## config.mk

```make
export PLATFORM = sky130hd
export DESIGN_NAME = rmii_to_axis
export DESIGN_NICKNAME = d
export VERILOG_FILES = /design/src/rtl/rmii_pkg.sv /design/src/rtl/axis_sync_fifo.sv /design/src/rtl/rmii_to_axis.sv
export SDC_FILE = /design/constraint.sdc
export NUM_CORES = 1
export LEC_CHECK = 0
export ABC_AREA = 1
export ABC_CLOCK_PERIOD_IN_PS = 3500
export BUFFER_PORTS_ARGS = -buffer_cell sky130_fd_sc_hd__buf_2
export CORE_AREA = 2 2 126 128
export DETAILED_ROUTE_END_ITERATION = 8
export DIE_AREA = 0 0 128 130
export GPL_ROUTABILITY_DRIVEN = 0
export PLACE_DENSITY = 0.79
export SETUP_SLACK_MARGIN = 0.2
export SLEW_MARGIN = 20
export SYNTH_ARGS = -nofsm -noshare
export SYNTH_HDL_FRONTEND = slang
export SYNTH_SLANG_ARGS = --single-unit
```

## constraint.sdc

```tcl
create_clock -name clock -period 3.5 [get_ports clock]
set_input_delay 0 -clock clock [delete_from_list [all_inputs] [get_ports clock]]
set_output_delay 0 -clock clock [all_outputs]
set_load 0.05 [all_outputs]
```

## src/rtl/rmii_pkg.sv

```systemverilog
// Shared types and constants for the RMII receive path.
// Receiver FSM states, preamble/SFD dibits and the FIFO beat layout.
package rmii_pkg;

  typedef enum logic [2:0] {
    S_IDLE,
    S_PREAMBLE,
    S_DATA,
    S_DROP,
    S_TAIL
  } rx_state_t;

  localparam logic [1:0] RMII_PREAMBLE_DIBIT = 2'b01;
  localparam logic [1:0] RMII_SFD_DIBIT      = 2'b11;

  typedef struct packed {
    logic       user;
    logic       last;
    logic [7:0] data;
  } beat_t;

endpackage

```

## src/rtl/axis_sync_fifo.sv

```systemverilog
// Single-clock FIFO with a registered AXI-Stream style output stage.
// The output register counts as one of the DEPTH entries.
module axis_sync_fifo #(
  parameter int DEPTH = 16,
  parameter int WIDTH = 10
) (
  input  logic             clock,
  input  logic             reset,
  input  logic             wr_en,
  input  logic [WIDTH-1:0] wr_data,
  output logic             wr_full,
  output logic [WIDTH-1:0] rd_data,
  output logic             rd_valid,
  input  logic             rd_ready
);

  localparam int AW = $clog2(DEPTH);

  logic [WIDTH-1:0] mem [DEPTH];
  logic [AW-1:0]    wr_ptr;
  logic [AW-1:0]    rd_ptr;
  logic [AW:0]      mem_count;
  logic [AW:0]      total;
  logic             pop;
  logic             wr_accept;
  logic             load;
  logic             from_mem;
  logic             bypass;
  logic             to_mem;

  // A pop in the same cycle frees a slot, so a full FIFO can still accept.
  assign pop       = rd_valid && rd_ready;
  assign total     = mem_count + {{AW{1'b0}}, rd_valid};
  assign wr_full   = (total == (AW+1)'(DEPTH)) && !pop;
  assign wr_accept = wr_en && !wr_full;
  assign load      = !rd_valid || pop;
  assign from_mem  = load && (mem_count != '0);
  assign bypass    = load && (mem_count == '0) && wr_accept;
  assign to_mem    = wr_accept && !bypass;

  always_ff @(posedge clock) begin
    if (to_mem) begin
      mem[wr_ptr] <= wr_data;
    end
  end

  always_ff @(posedge clock or posedge reset) begin
    if (reset) begin
      wr_ptr    <= '0;
      rd_ptr    <= '0;
      mem_count <= '0;
      rd_valid  <= 1'b0;
      rd_data   <= '0;
    end else begin
      if (to_mem) begin
        wr_ptr <= wr_ptr + AW'(1);
      end
      if (from_mem) begin
        rd_data <= mem[rd_ptr];
        rd_ptr  <= rd_ptr + AW'(1);
      end else if (bypass) begin
        rd_data <= wr_data;
      end
      if (load) begin
        rd_valid <= from_mem || bypass;
      end
      mem_count <= mem_count + {{AW{1'b0}}, to_mem} - {{AW{1'b0}}, from_mem};
    end
  end

endmodule

```

## src/rtl/rmii_to_axis.sv

```systemverilog
// RMII receive deserializer: strips preamble/SFD, builds LSB-first bytes
// and emits each frame as an AXI-Stream packet through a small FIFO.
module rmii_to_axis
  import rmii_pkg::*;
#(
  parameter int FIFO_DEPTH = 16
) (
  input  logic       clock,
  input  logic       reset,
  input  logic [1:0] rmii_d,
  input  logic       rmii_crs_dv,
  input  logic       rmii_er,
  output logic [7:0] maxis_tdata,
  output logic       maxis_tvalid,
  input  logic       maxis_tready,
  output logic       maxis_tlast,
  output logic       maxis_tuser,
  output logic       overflow
);

  rx_state_t  state_reg, state_next;
  logic [1:0] phase_reg, phase_next;
  logic [5:0] shift_reg, shift_next;
  logic [7:0] hold_reg, hold_next;
  logic       held_reg, held_next;
  logic       err_reg, err_next;
  logic       low_prev_reg, low_prev_next;
  logic       tail_done_reg, tail_done_next;
  logic       overflow_reg, overflow_next;

  logic       frame_end;
  logic       err_now;
  logic [7:0] byte_now;
  logic       push_en;
  beat_t      push_beat;
  beat_t      out_beat;
  logic       fifo_full;

  // A frame ends on a low crs_dv at a byte boundary, or on two lows in a row.
  assign frame_end = !rmii_crs_dv && ((phase_reg == 2'd0) || low_prev_reg);
  assign err_now   = err_reg || rmii_er;
  assign byte_now  = {rmii_d, shift_reg};

  always_comb begin
    state_next     = state_reg;
    phase_next     = phase_reg;
    shift_next     = shift_reg;
    hold_next      = hold_reg;
    held_next      = held_reg;
    err_next       = err_reg;
    low_prev_next  = !rmii_crs_dv;
    tail_done_next = tail_done_reg;
    overflow_next  = 1'b0;
    push_en        = 1'b0;
    push_beat      = '0;

    unique case (state_reg)
      S_IDLE: begin
        if (rmii_crs_dv) begin
          state_next = S_PREAMBLE;
        end
      end

      S_PREAMBLE: begin
        if (rmii_crs_dv && rmii_d == RMII_SFD_DIBIT) begin
          state_next = S_DATA;
          phase_next = 2'd0;
          err_next   = 1'b0;
          held_next  = 1'b0;
        end else if (!rmii_crs_dv && low_prev_reg) begin
          state_next = S_IDLE;
        end
      end

      S_DATA: begin
        if (frame_end) begin
          state_next = S_IDLE;
          phase_next = 2'd0;
          held_next  = 1'b0;
          if (held_reg) begin
            push_en   = 1'b1;
            push_beat = '{user: err_now || (phase_reg != 2'd0), last: 1'b1, data: hold_reg};
            // The terminating beat itself was lost: the tail beat closes the packet.
            if (fifo_full) begin
              overflow_next  = 1'b1;
              state_next     = S_TAIL;
              tail_done_next = 1'b0;
            end
          end
        end else begin
          err_next   = err_now;
          phase_next = phase_reg + 2'd1;
          unique case (phase_reg)
            2'd0: shift_next[1:0] = rmii_d;
            2'd1: shift_next[3:2] = rmii_d;
            2'd2: shift_next[5:4] = rmii_d;
            default: begin
              hold_next = byte_now;
              held_next = 1'b1;
              if (held_reg) begin
                push_en   = 1'b1;
                push_beat = '{user: 1'b0, last: 1'b0, data: hold_reg};
                if (fifo_full) begin
                  overflow_next = 1'b1;
                  held_next     = 1'b0;
                  state_next    = S_DROP;
                end
              end
            end
          endcase
        end
      end

      S_DROP: begin
        if (frame_end) begin
          state_next     = S_TAIL;
          phase_next     = 2'd0;
          tail_done_next = 1'b0;
        end else begin
          phase_next = phase_reg + 2'd1;
        end
      end

      S_TAIL: begin
        if (!tail_done_reg) begin
          push_en   = 1'b1;
          push_beat = '{user: 1'b1, last: 1'b1, data: 8'h00};
          if (!fifo_full) begin
            tail_done_next = 1'b1;
            if (!rmii_crs_dv) begin
              state_next = S_IDLE;
            end
          end
        end else if (!rmii_crs_dv) begin
          state_next = S_IDLE;
        end
      end

      default: state_next = S_IDLE;
    endcase
  end

  always_ff @(posedge clock or posedge reset) begin
    if (reset) begin
      state_reg     <= S_IDLE;
      phase_reg     <= 2'd0;
      shift_reg     <= '0;
      hold_reg      <= '0;
      held_reg      <= 1'b0;
      err_reg       <= 1'b0;
      low_prev_reg  <= 1'b0;
      tail_done_reg <= 1'b0;
      overflow_reg  <= 1'b0;
    end else begin
      state_reg     <= state_next;
      phase_reg     <= phase_next;
      shift_reg     <= shift_next;
      hold_reg      <= hold_next;
      held_reg      <= held_next;
      err_reg       <= err_next;
      low_prev_reg  <= low_prev_next;
      tail_done_reg <= tail_done_next;
      overflow_reg  <= overflow_next;
    end
  end

  axis_sync_fifo #(
    .DEPTH(FIFO_DEPTH),
    .WIDTH(10)
  ) u_fifo (
    .clock   (clock),
    .reset   (reset),
    .wr_en   (push_en),
    .wr_data (push_beat),
    .wr_full (fifo_full),
    .rd_data (out_beat),
    .rd_valid(maxis_tvalid),
    .rd_ready(maxis_tready)
  );

  assign maxis_tdata = out_beat.data;
  assign maxis_tlast = out_beat.last;
  assign maxis_tuser = out_beat.user;
  assign overflow    = overflow_reg;

endmodule

```

# Word-level counts from Yosys, hierarchy flattened
# Memory sizes are Yosys's and may differ from the RTL's.
# Cells that the tools add are included.
dict set report totals {
  n_memories 1
  word_cells 136
  output_inout_bits 12
  regBits 48
  ram_bits 160
}
# memory depth width read_ports rd_clocked_by_memory_dff write_ports line
set mem_list {}
lappend mem_list {u_fifo.mem 16 10 1 0 1 axis_sync_fifo.sv:19} ;# logic [WIDTH-1:0] mem [DEPTH];
dict set report op_classes {
  n_eq_ne 20
  n_reduce_logical 40
  n_addsub 6
  mux 51
  bitwise 2
}
# op count
set op_table {}
lappend op_table {{$mux 10} 5}
lappend op_table {{$mux 3} 13}
lappend op_table {{$mux 1} 22}
lappend op_table {{$pmux 10 s2} 1}
lappend op_table {{$reduce_and 3->1} 6}
lappend op_table {{$mux 8} 2}
lappend op_table {{$ne 3x3->1 const B} 5}
lappend op_table {{$pmux 3 s5} 1}
lappend op_table {{$ne 2x2->1 const B} 7}
lappend op_table {{$add 5x1->5} 2}
lappend op_table {{$logic_and 1x1->1} 10}
lappend op_table {{$add 4x1->4 const B} 2}
lappend op_table {{$reduce_bool 2->1} 4}
lappend op_table {{$reduce_and 7->1} 1}
lappend op_table {{$eq 3x2->1 const B} 2}
lappend op_table {{$pmux 1 s2} 3}
lappend op_table {{$eq 5x5->1 const B} 1}
lappend op_table {{$logic_not 1->1} 5}
lappend op_table {{$logic_not 5->1} 1}
lappend op_table {{$logic_or 1x1->1} 5}
lappend op_table {{$reduce_and 5->1} 1}
lappend op_table {{$reduce_bool 5->1} 1}
lappend op_table {{$sub 5x1->5} 1}
lappend op_table {{$eq 2x2->1 const B} 2}
lappend op_table {{14 further kinds} 16}

# Logic depth before layout (Yosys ltp)
# Gate-level depths: netlist (run 1).
dict set report depth {
  depth_word 11
  ltp_mapped 15
  mapped_depth_nobuf 14
}

# By module
# A second synthesis (run 1) with hierarchy kept.
dict set report hier_totals {
  hier_cells 905
  area_unflattened_um2 9419.0
}
# module seq_area_each_um2 instances cells_per_inst area_each_um2
set by_module_without_submodules {}
lappend by_module_without_submodules {axis_sync_fifo 5405.2 1 745 8145.3}
lappend by_module_without_submodules {rmii_to_axis 600.6 1 160 1273.7}

# Least setup slack after synthesis (run 1)
# OpenSTA, ideal clock, no wires.
dict set report synth_timing {
  path_type {reg2reg}
  startpoint {register u_fifo.rd_valid}
  endpoint {register u_fifo.mem_count[4]}
  stages_incl_launch_ff 16
  slack_ns 0.446
  arrival_ns 2.975
  n_path_buf 1
  setup_ns 0.079
  required_time_ns 3.421
  cell_sequence {dfrtp_1 ha_1 ha_1 nor2_1 nand2_1 nor2_1 nand3_1 nand2_2 nor2_4 buf_6 ha_1 fa_1 a21oi_1 nor2_1 nor2_1 xor2_1}
}
dict set report synth_via {
  elab_chain_cells 10
  word_cells_on_any_way 16
  cone_classes {add/sub (3); eq/ne (1); reduce/logical (12)}
}
# element line
set synth_lines {}
lappend synth_lines {{start: declaration} axis_sync_fifo.sv:13} ;# output logic rd_valid,
lappend synth_lines {{start signal: assignment} axis_sync_fifo.sv:65} ;# rd_valid <= from_mem || bypass;
lappend synth_lines {{$add 5x1->5 / $logic_and 1x1->1 (equally long branches)} {axis_sync_fifo.sv:33, axis_sync_fifo.sv:32}}
lappend synth_lines {{$eq 5x5->1 / $logic_not 1->1 (equally long branches)} axis_sync_fifo.sv:34} ;# assign wr_full = (total == (AW+1)'(DEPTH)) && !pop;
lappend synth_lines {{$logic_and 1x1->1} axis_sync_fifo.sv:34}
lappend synth_lines {{$logic_not 1->1} axis_sync_fifo.sv:35} ;# assign wr_accept = wr_en && !wr_full;
lappend synth_lines {{$logic_and 1x1->1} axis_sync_fifo.sv:35}
lappend synth_lines {{$logic_and 1x1->1} axis_sync_fifo.sv:38} ;# assign bypass = load && (mem_count == '0) && wr_accept;
lappend synth_lines {{$logic_not 1->1} axis_sync_fifo.sv:39} ;# assign to_mem = wr_accept && !bypass;
lappend synth_lines {{$logic_and 1x1->1 *} axis_sync_fifo.sv:39}
lappend synth_lines {{net u_fifo.to_mem} axis_sync_fifo.sv:29} ;# logic to_mem;
lappend synth_lines {{$add 5x1->5 *} axis_sync_fifo.sv:67} ;# mem_count <= mem_count + {{AW{1'b0}}, to_mem} - {{AW{1'b0}}, from_mem};
lappend synth_lines {{$sub 5x1->5 *} axis_sync_fifo.sv:67}
lappend synth_lines {{end signal: assignment} axis_sync_fifo.sv:67}
lappend synth_lines {{end: declaration} axis_sync_fifo.sv:22} ;# logic [AW:0] mem_count;
# Mark *: on every way through the listed nets, which the timed path passes. The rest lies on a longest branch.
# A chain may end at the register's enable or synchronous reset.

# Final worst setup path (run 1)
dict set report layout_timing {
  startpoint {register u_fifo.mem_count[2]}
  endpoint {register u_fifo.mem_count[4]}
}
dict set report layout_via {
  elab_chain_cells 10
  word_cells_on_any_way 14
  cone_classes {add/sub (3); eq/ne (1); reduce/logical (10)}
}
# element line
set layout_lines {}
lappend layout_lines {{$add 5x1->5} axis_sync_fifo.sv:33} ;# assign total = mem_count + {{AW{1'b0}}, rd_valid};
lappend layout_lines {{$eq 5x5->1} axis_sync_fifo.sv:34}
lappend layout_lines {{$logic_and 1x1->1} axis_sync_fifo.sv:34}
lappend layout_lines {{$logic_not 1->1} axis_sync_fifo.sv:35}
lappend layout_lines {{$logic_and 1x1->1} axis_sync_fifo.sv:35}
lappend layout_lines {{$logic_and 1x1->1} axis_sync_fifo.sv:38}
lappend layout_lines {{$logic_not 1->1} axis_sync_fifo.sv:39}
lappend layout_lines {{$logic_and 1x1->1} axis_sync_fifo.sv:39}
lappend layout_lines {{$add 5x1->5} axis_sync_fifo.sv:67}
lappend layout_lines {{$sub 5x1->5 *} axis_sync_fifo.sv:67}
# Every way passes the cells marked *; elsewhere a longest branch is shown, timed or not.

==> results.md, run 1 <==
* Status: completed
* Setup CP Type: reg -> reg
* Clk_lat worst skew at just under 0.5 ns
* Core area at roughly 15000 sq um
* CTS tree: built
* Number of setup violations in the final report at 0
* Post-Synthesis Cells at 960
* Worst Setup Slack, final at 0.4649 ns
* Min Tclk post-route at 3.035 ns
* Reg-to-Reg Start: u_fifo.mem_count[2]$_DFF_PP0_
* Worst path required time at 3.91 ns
* Crit path DAT at ~3.4 ns
* Sink Count at around 210
* Horiz. Die Dim at between 100 and 150 microns
* Largest net degree at the start of global routing at between 80 and 90
* Post-synth top area share at between 50% and 60%
* Seq cells post-synth at about 210
* Mapped Nets at 987
* Max_cap viols at 0
* DRT Pass-1 Iters at 5
* Vias in the first global route at ~6500
* Skew final at between 0.01 and 0.015 ns
* Critical path capture point type: flip-flop
* Die height at about 130 microns
* Post-synthesis cell type count at 30
* Hold Path Class: in -> reg
* Antenna violations before repair at 0
* Slew @ Worst Pin at approximately 0.89 ns
* Top cells by area, synth: edfxtp_1 51%, dfrtp_1 13%, nand2_1 13%
* Root buf cell: clkbuf_16
* Seq/Total Area, Yosys at between 60 and 70%
* Worst vdd ir at around 0.54 mV
* Drt wl/cell at ~17 microns
* Drt total wl at approximately 21000 microns
* Reg2reg path depth at 13
* CP endpoint: u_fifo.mem_count[4]$_DFF_PP0_
* DIE AREA at 16640 sq um
* Multi-input logic area at between 2000 and 3000 sq um
* Total GRT Usage at between 20% and 30%
* Leakage at between 0.004 and 0.005 uW
* Post-Synthesis Cell Area at about 9400 sq um
* N_diodes at 0
* Cell with the largest stage delay on the worst path: fa_1
* Async S/R FF share, synth at a little under a quarter
* H-tree Lvls at 1
* FP Rows at 46
* Total Neg Setup Slack at 0 ns
* Filler instances at between 1000 and 1500
* R2R Setup Slk at 0.46 ns
* CP max FO at 15
* Setup Fix Bufs, Post-CTS at 0
* Startpoint type of the worst setup path: flip-flop
* Final hold viol count at 0
* CP cell instances: inv_1 > ha_1 > nand4_1 > nand2_1 > inv_1 > ha_1 > inv_1 > ha_1 > fa_1 > a21oi_1 > nor2_1 > nor2_1 > xor2_1
* Layout cell share with drive strength beyond 1 at about a tenth
* CP startpoint: u_fifo.mem_count[2]$_DFF_PP0_
* Final-stage net count at 1020
* 1st-iter DRT viols at 805
* Sequential Area at between 6000 and 7000 sq um
* Worst slack, placed at about 0.44 ns
* DP Wirelength at 12840 microns
* I/O Buffers at 18
* Hold slack final at 0.03004 ns
* Slowest Stage Delay on Critical Path at approximately 0.43 ns
* Ys flop type: edfxtp_1
* Clk buf depth at 3
* Final ANT Viol Nets at 0
* Mean post-synth cell area at 9.830 sq um
* RSZ-0062 raised after global routing: no
* Clock slew at reported path FFs at 0.06 ns
* Fmax at 329.5 MHz
* Total global routing overflow at 0
* Largest register FFs at 160
* Area grow syn2layout at 11.54%
* Routed via count at just under 7000
* Worst r2r dst: u_fifo.mem_count[4]$_DFF_PP0_
* Yosys warns at 0
* Initial core utilization at between 60% and 70%
* Slew Limit Fails at 0
* Num CTS Buffers at 21
* Synth area leader: edfxtp_1
* Rel. slew slack at around two fifths
* Post-route DRC at 0
* Fin area at approximately 11000 sq um
* Number of flops mapped to enable cells by yosys at between 150 and 200
* Final period util at between 80% and 90%
* Num ports at 19
* PwrDens at 785.3 nW/um^2
* Area after DPL at a little under 10000 sq um
* First-pass GRT wire length at 32690 microns
* Vias per cell at 5.625
[what timing repair did]
action | 4_1_cts | 5_1_grt
hold endpoints to repair | 61 | 0
endpoints found under the setup margin | 0 | 10
resized for setup | 0 | 1
hold buffers | 5 | 0
[stage by stage]
stage          utilization, %  power (uW)  std cells
6_report                68.23        8265       1199
5_1_grt                 68.23        8714       1199
4_1_cts                 68.21        8253       1199
3_5_place_dp            63.52        6038       1157
3_3_place_gp            63.52        5956       1157
2_1_floorplan               -        5256        960
[worst max-delay path: cells and delay by family (launching register included)]
kind / cells / cell delay, ns
buffers and inverters: 3 / 0.47
flip-flops: 1 / 0.42
XOR/XNOR: 1 / 0.16
AO/OA/AOI/OAI: 1 / 0.16
AND/OR/NAND/NOR: 4 / 0.57
adder cells (fa/ha/maj): 4 / 1.17
[power by group]
| group | internal [uW] | switching [uW] | total (uW) |
|---|---|---|---|
| combinational | 859 | 2080 | 2940 |
| sequential | 2930 | 185 | 3110 |
| clock | 1310 | 896 | 2210 |
| total | 5100 | 3170 | 8270 |
[area by class of cell]
cell class / count / share of cell area, %
inverters: 131 / 4.684
flip-flops and latches: 208 / 57.07
clock inverters: 15 / 1.367
repair buffers: 48 / 3.233
well taps: 192 / 2.282
clock buffers: 22 / 5.029
multi-input cells: 583 / 26.33
[cell usage in the layout, fill, tap and decap left out, drive strengths merged]
cell type / Yosys / final
nand2: 324 / 324
edfxtp: 160 / 160
nand3: 134 / 134
inv: 131 / 130
dfrtp: 48 / 48
nor2: 45 / 45
buf: 15 / 43
o21ai: 29 / 29
clkbuf: 23 / 22
ha: 19 / 19
clkinv: 0 / 11
a21oi: 10 / 10
xor2: 9 / 9
nand4: 7 / 7
dlygate4sd3: 0 / 5
bufinv: 0 / 3
nor3: 2 / 2
clkinvlp: 0 / 2
xnor2: 1 / 1
a32o: 1 / 1
o31ai: 1 / 1
fa: 1 / 1
[cell usage after synthesis, drive strengths merged, types with 2 or more instances]
cell	instances
a21oi	10
buf	15
clkbuf	23
dfrtp	48
edfxtp	160
ha	19
inv	131
nand2	324
nand3	134
nand4	7
nor2	45
nor3	2
o21ai	29
xor2	9
[how the worst min path moves through the flow]
stage	from	end	slack (ns)	cells after the start
final	maxis_tready	u_fifo.rd_valid$_DFFE_PP0P_	0.03	4
after global routing	maxis_tready	u_fifo.rd_valid$_DFFE_PP0P_	0.11	4
after CTS	maxis_tready	u_fifo.rd_valid$_DFFE_PP0P_	0.01	4
after detailed placement	rmii_crs_dv	low_prev_reg$_DFF_PP0_	0.23	2
after global placement	rmii_crs_dv	low_prev_reg$_DFF_PP0_	0.23	2
after floorplan	rmii_crs_dv	low_prev_reg$_DFF_PP0_	0.08	1
[logic make-up after synthesis]
kind of cell | share of synthesized area, %
DFF | 63.64
buffers and inverters | 7.014
AOI/OAI and AO/OA | 2.294
xor gates and xnor gates | 1.008
and+or+nand+nor | 23.31
adders and majority gates | 2.731
[metal layers]
layer  global-route usage [%]  up-vias  share of wire, %
met4                    11.89        0               4.3
met3                    3.608       68               8.0
met1                    33.46     3183                39
met5                        0        -                 0
li1                         -     3174                 -
met2                    43.63      319                49
(Power assumes the default switching activity.)
==> inputs of run 2 (changes only) <==
--- a/config.mk
+++ b/config.mk
@@ -12,6 +12,7 @@
 export DETAILED_ROUTE_END_ITERATION = 8
 export DIE_AREA = 0 0 128 130
 export GPL_ROUTABILITY_DRIVEN = 0
+export HOLD_SLACK_MARGIN = 0.12
 export PLACE_DENSITY = 0.79
 export SETUP_SLACK_MARGIN = 0.2
 export SLEW_MARGIN = 20
==> results.md, run 2 (synthesis results as in run 1) <==
* R2R Setup Slk at 0.47 ns (about the same)
* H-tree Lvls at 1 (unchanged)
* Clk buf depth at 3 (unchanged)
* Worst vdd ir at 0.5390 mV (+0.37%)
* Num ports at 19 (unchanged)
* Utilization after layout at 68.30% (about the same)
* PwrDens at 784.7 nW/um^2 (about the same)
* Routed via count at 6672 (-1.1%)
* Post-route DRC at 0 (unchanged)
* Critical path capture point type: flip-flop
* Reg-to-Reg Start: u_fifo.mem_count[2]$_DFF_PP0_
* Number of setup violations in the final report at 0 (unchanged)
* Worst path required time at 3.91 ns (about the same)
* Crit path DAT at 3.44 ns (about the same)
* Total GRT Usage at 25.77% (+0.027 points)
* Leakage at 0.004733 uW (about the same)
* Core area at 15420 sq um (unchanged)
* Antenna violations before repair at 0 (unchanged)
* Max_cap viols at 0 (unchanged)
* N_diodes at 0 (unchanged)
* I/O Buffers at 18 (unchanged)
* Rel. slew slack at 40.25% (-0.12 points)
* CTS tree: built
* Skew final at 0.008434 ns (-0.002470 ns)
* Most common cell after layout, fill and taps aside: nand2_1
* Final period util at 86.69% (about the same)
* Drt total wl at 20900 microns (-0.21%)
* Status: completed
* Hold Path Class: in -> async
* Horiz. Die Dim at 128 microns (unchanged)
* 1st-iter DRT viols at 714 (-11%)
* Total global routing overflow at 0 (unchanged)
* Startpoint type of the worst setup path: flip-flop
* Die height at 130 microns (unchanged)
* Root buf cell: clkbuf_16
* Largest net degree at the start of global routing at 83 (unchanged)
* Largest register FFs at 160 (unchanged)
* Sink Count at 208 (unchanged)
* Drt wl/cell at 17.41 microns (-0.29%)
* Filler instances at 1115 (-0.18%)
* DIE AREA at 16640 sq um (unchanged)
* Setup CP Type: reg -> reg
* Vias in the first global route at 6521 (+0.17%)
* Final-stage net count at 1021 (+0.098%)
* RSZ-0062 raised after global routing: no
* Min Tclk post-route at 3.034 ns (-0.001143 ns)
* Clock slew at reported path FFs at 0.06 ns (about the same)
* Area grow syn2layout at 11.64% (about the same)
* Reg2reg path depth at 13 (unchanged)
* DP Wirelength at 12840 microns (unchanged)
* Fmax at 329.6 MHz (about the same)
* Initial core utilization at 61.18% (unchanged)
* Worst r2r dst: u_fifo.mem_count[4]$_DFF_PP0_
* DRT Pass-1 Iters at 5 (unchanged)
* Clk_lat worst skew at 0.49 ns (about the same)
* Most frequent cells in the layout: 316 x nand2_1, 160 x edfxtp_1, 132 x nand3_1
* First-pass GRT wire length at 32720 microns (+0.10%)
* CP max FO at 15 (unchanged)
* Num CTS Buffers at 21 (unchanged)
* Final hold viol count at 0 (unchanged)
* Final ANT Viol Nets at 0 (unchanged)
* Slew @ Worst Pin at 0.8963 ns (+0.001859 ns)
* Layout cell share with drive strength beyond 1 at 9.425% (about the same)
* Total Neg Setup Slack at 0 ns (unchanged)
* Vias per cell at 5.560 (-1.2%)
* FP Rows at 46 (unchanged)
* Slew Limit Fails at 0 (unchanged)
-- run 2: critical path, cell delays in order, from the launching register on --
cell and delay, ns:
dfrtp_1 0.42, inv_1 0.13, ha_1 0.15, nand4_1 0.11, nand2_1 0.30, inv_1 0.30, ha_1 0.37, inv_1 0.04
ha_1 0.22, fa_1 0.43, a21oi_1 0.16, nor2_1 0.05, nor2_1 0.11, xor2_1 0.16
-- run 2: where the power goes --
group	internal (uW)	leakage [uW]	switching, uW
clock network	1310	0.000321	896
logic	860	0.00243	2090
registers	2930	0.00199	185
total	5100	0.00473	3170
-- run 2: worst max-delay path by stage --
| stage | startpoint | endpoint | slack [ns] | cells past startpoint |
|---|---|---|---|---|
| 6_report | u_fifo.mem_count[2]$_DFF_PP0_ | u_fifo.mem_count[4]$_DFF_PP0_ | 0.47 | 13 |
| 5_1_grt | u_fifo.rd_valid$_DFFE_PP0P_ | u_fifo.mem[6][4]$_DFFE_PP_ | 0.20 | 9 |
| 4_1_cts | u_fifo.rd_valid$_DFFE_PP0P_ | u_fifo.mem[7][1]$_DFFE_PP_ | 0.42 | 9 |
| 3_5_place_dp | u_fifo.rd_valid$_DFFE_PP0P_ | u_fifo.mem[7][1]$_DFFE_PP_ | 0.44 | 9 |
| 3_3_place_gp | u_fifo.mem_count[2]$_DFF_PP0_ | u_fifo.mem_count[4]$_DFF_PP0_ | 0.57 | 13 |
| 2_1_floorplan | u_fifo.rd_valid$_DFFE_PP0P_ | u_fifo.mem_count[4]$_DFF_PP0_ | 0.45 | 15 |
-- run 2: layout make-up --
cell class | count | area (sq um) | share of cell area, %
Multi-Input combinational cell | 583 | 2771 | 26.31
Clock buffer | 22 | 529.3 | 5.024
Clock inverter | 15 | 143.9 | 1.366
Sequential cell | 208 | 6007 | 57.02
Timing Repair Buffer | 49 | 350.3 | 3.325
Inverter | 131 | 493.0 | 4.679
Tap cell | 192 | 240.2 | 2.280
-- run 2: stage by stage --
step           hold WS (ns)  std cells  area [sq um]  setup slack [ns]  power (uW)
3_5_place_dp         0.2308       1157          9798            0.4355        6038
5_1_grt              0.2921       1200         10540            0.2046        8715
3_3_place_gp         0.2334       1157          9798            0.5748        5956
2_1_floorplan       0.07793        960          9437            0.4460        5256
6_report             0.2050       1200         10540            0.4660        8267
4_1_cts              0.2583       1200         10530            0.4181        8254
-- run 2: routing by layer --
layer	global-route usage, %	share of wire [%]	wire length (microns)	vias up
li1	-	-	-	3173
met1	33.46	39	8138	3144
met2	43.72	49	10210	287
met3	3.608	8.1	1689	68
met4	11.89	4.1	862	0
met5	0	0	0	-
-- run 2: timing repair --
action | in CTS | in global routing
hold buffers | 6 | 0
setup buffers | 0 | 0
gates resized for setup | 0 | 1
hold endpoints to repair | 67 | 0
endpoints found under the setup margin | 0 | 10
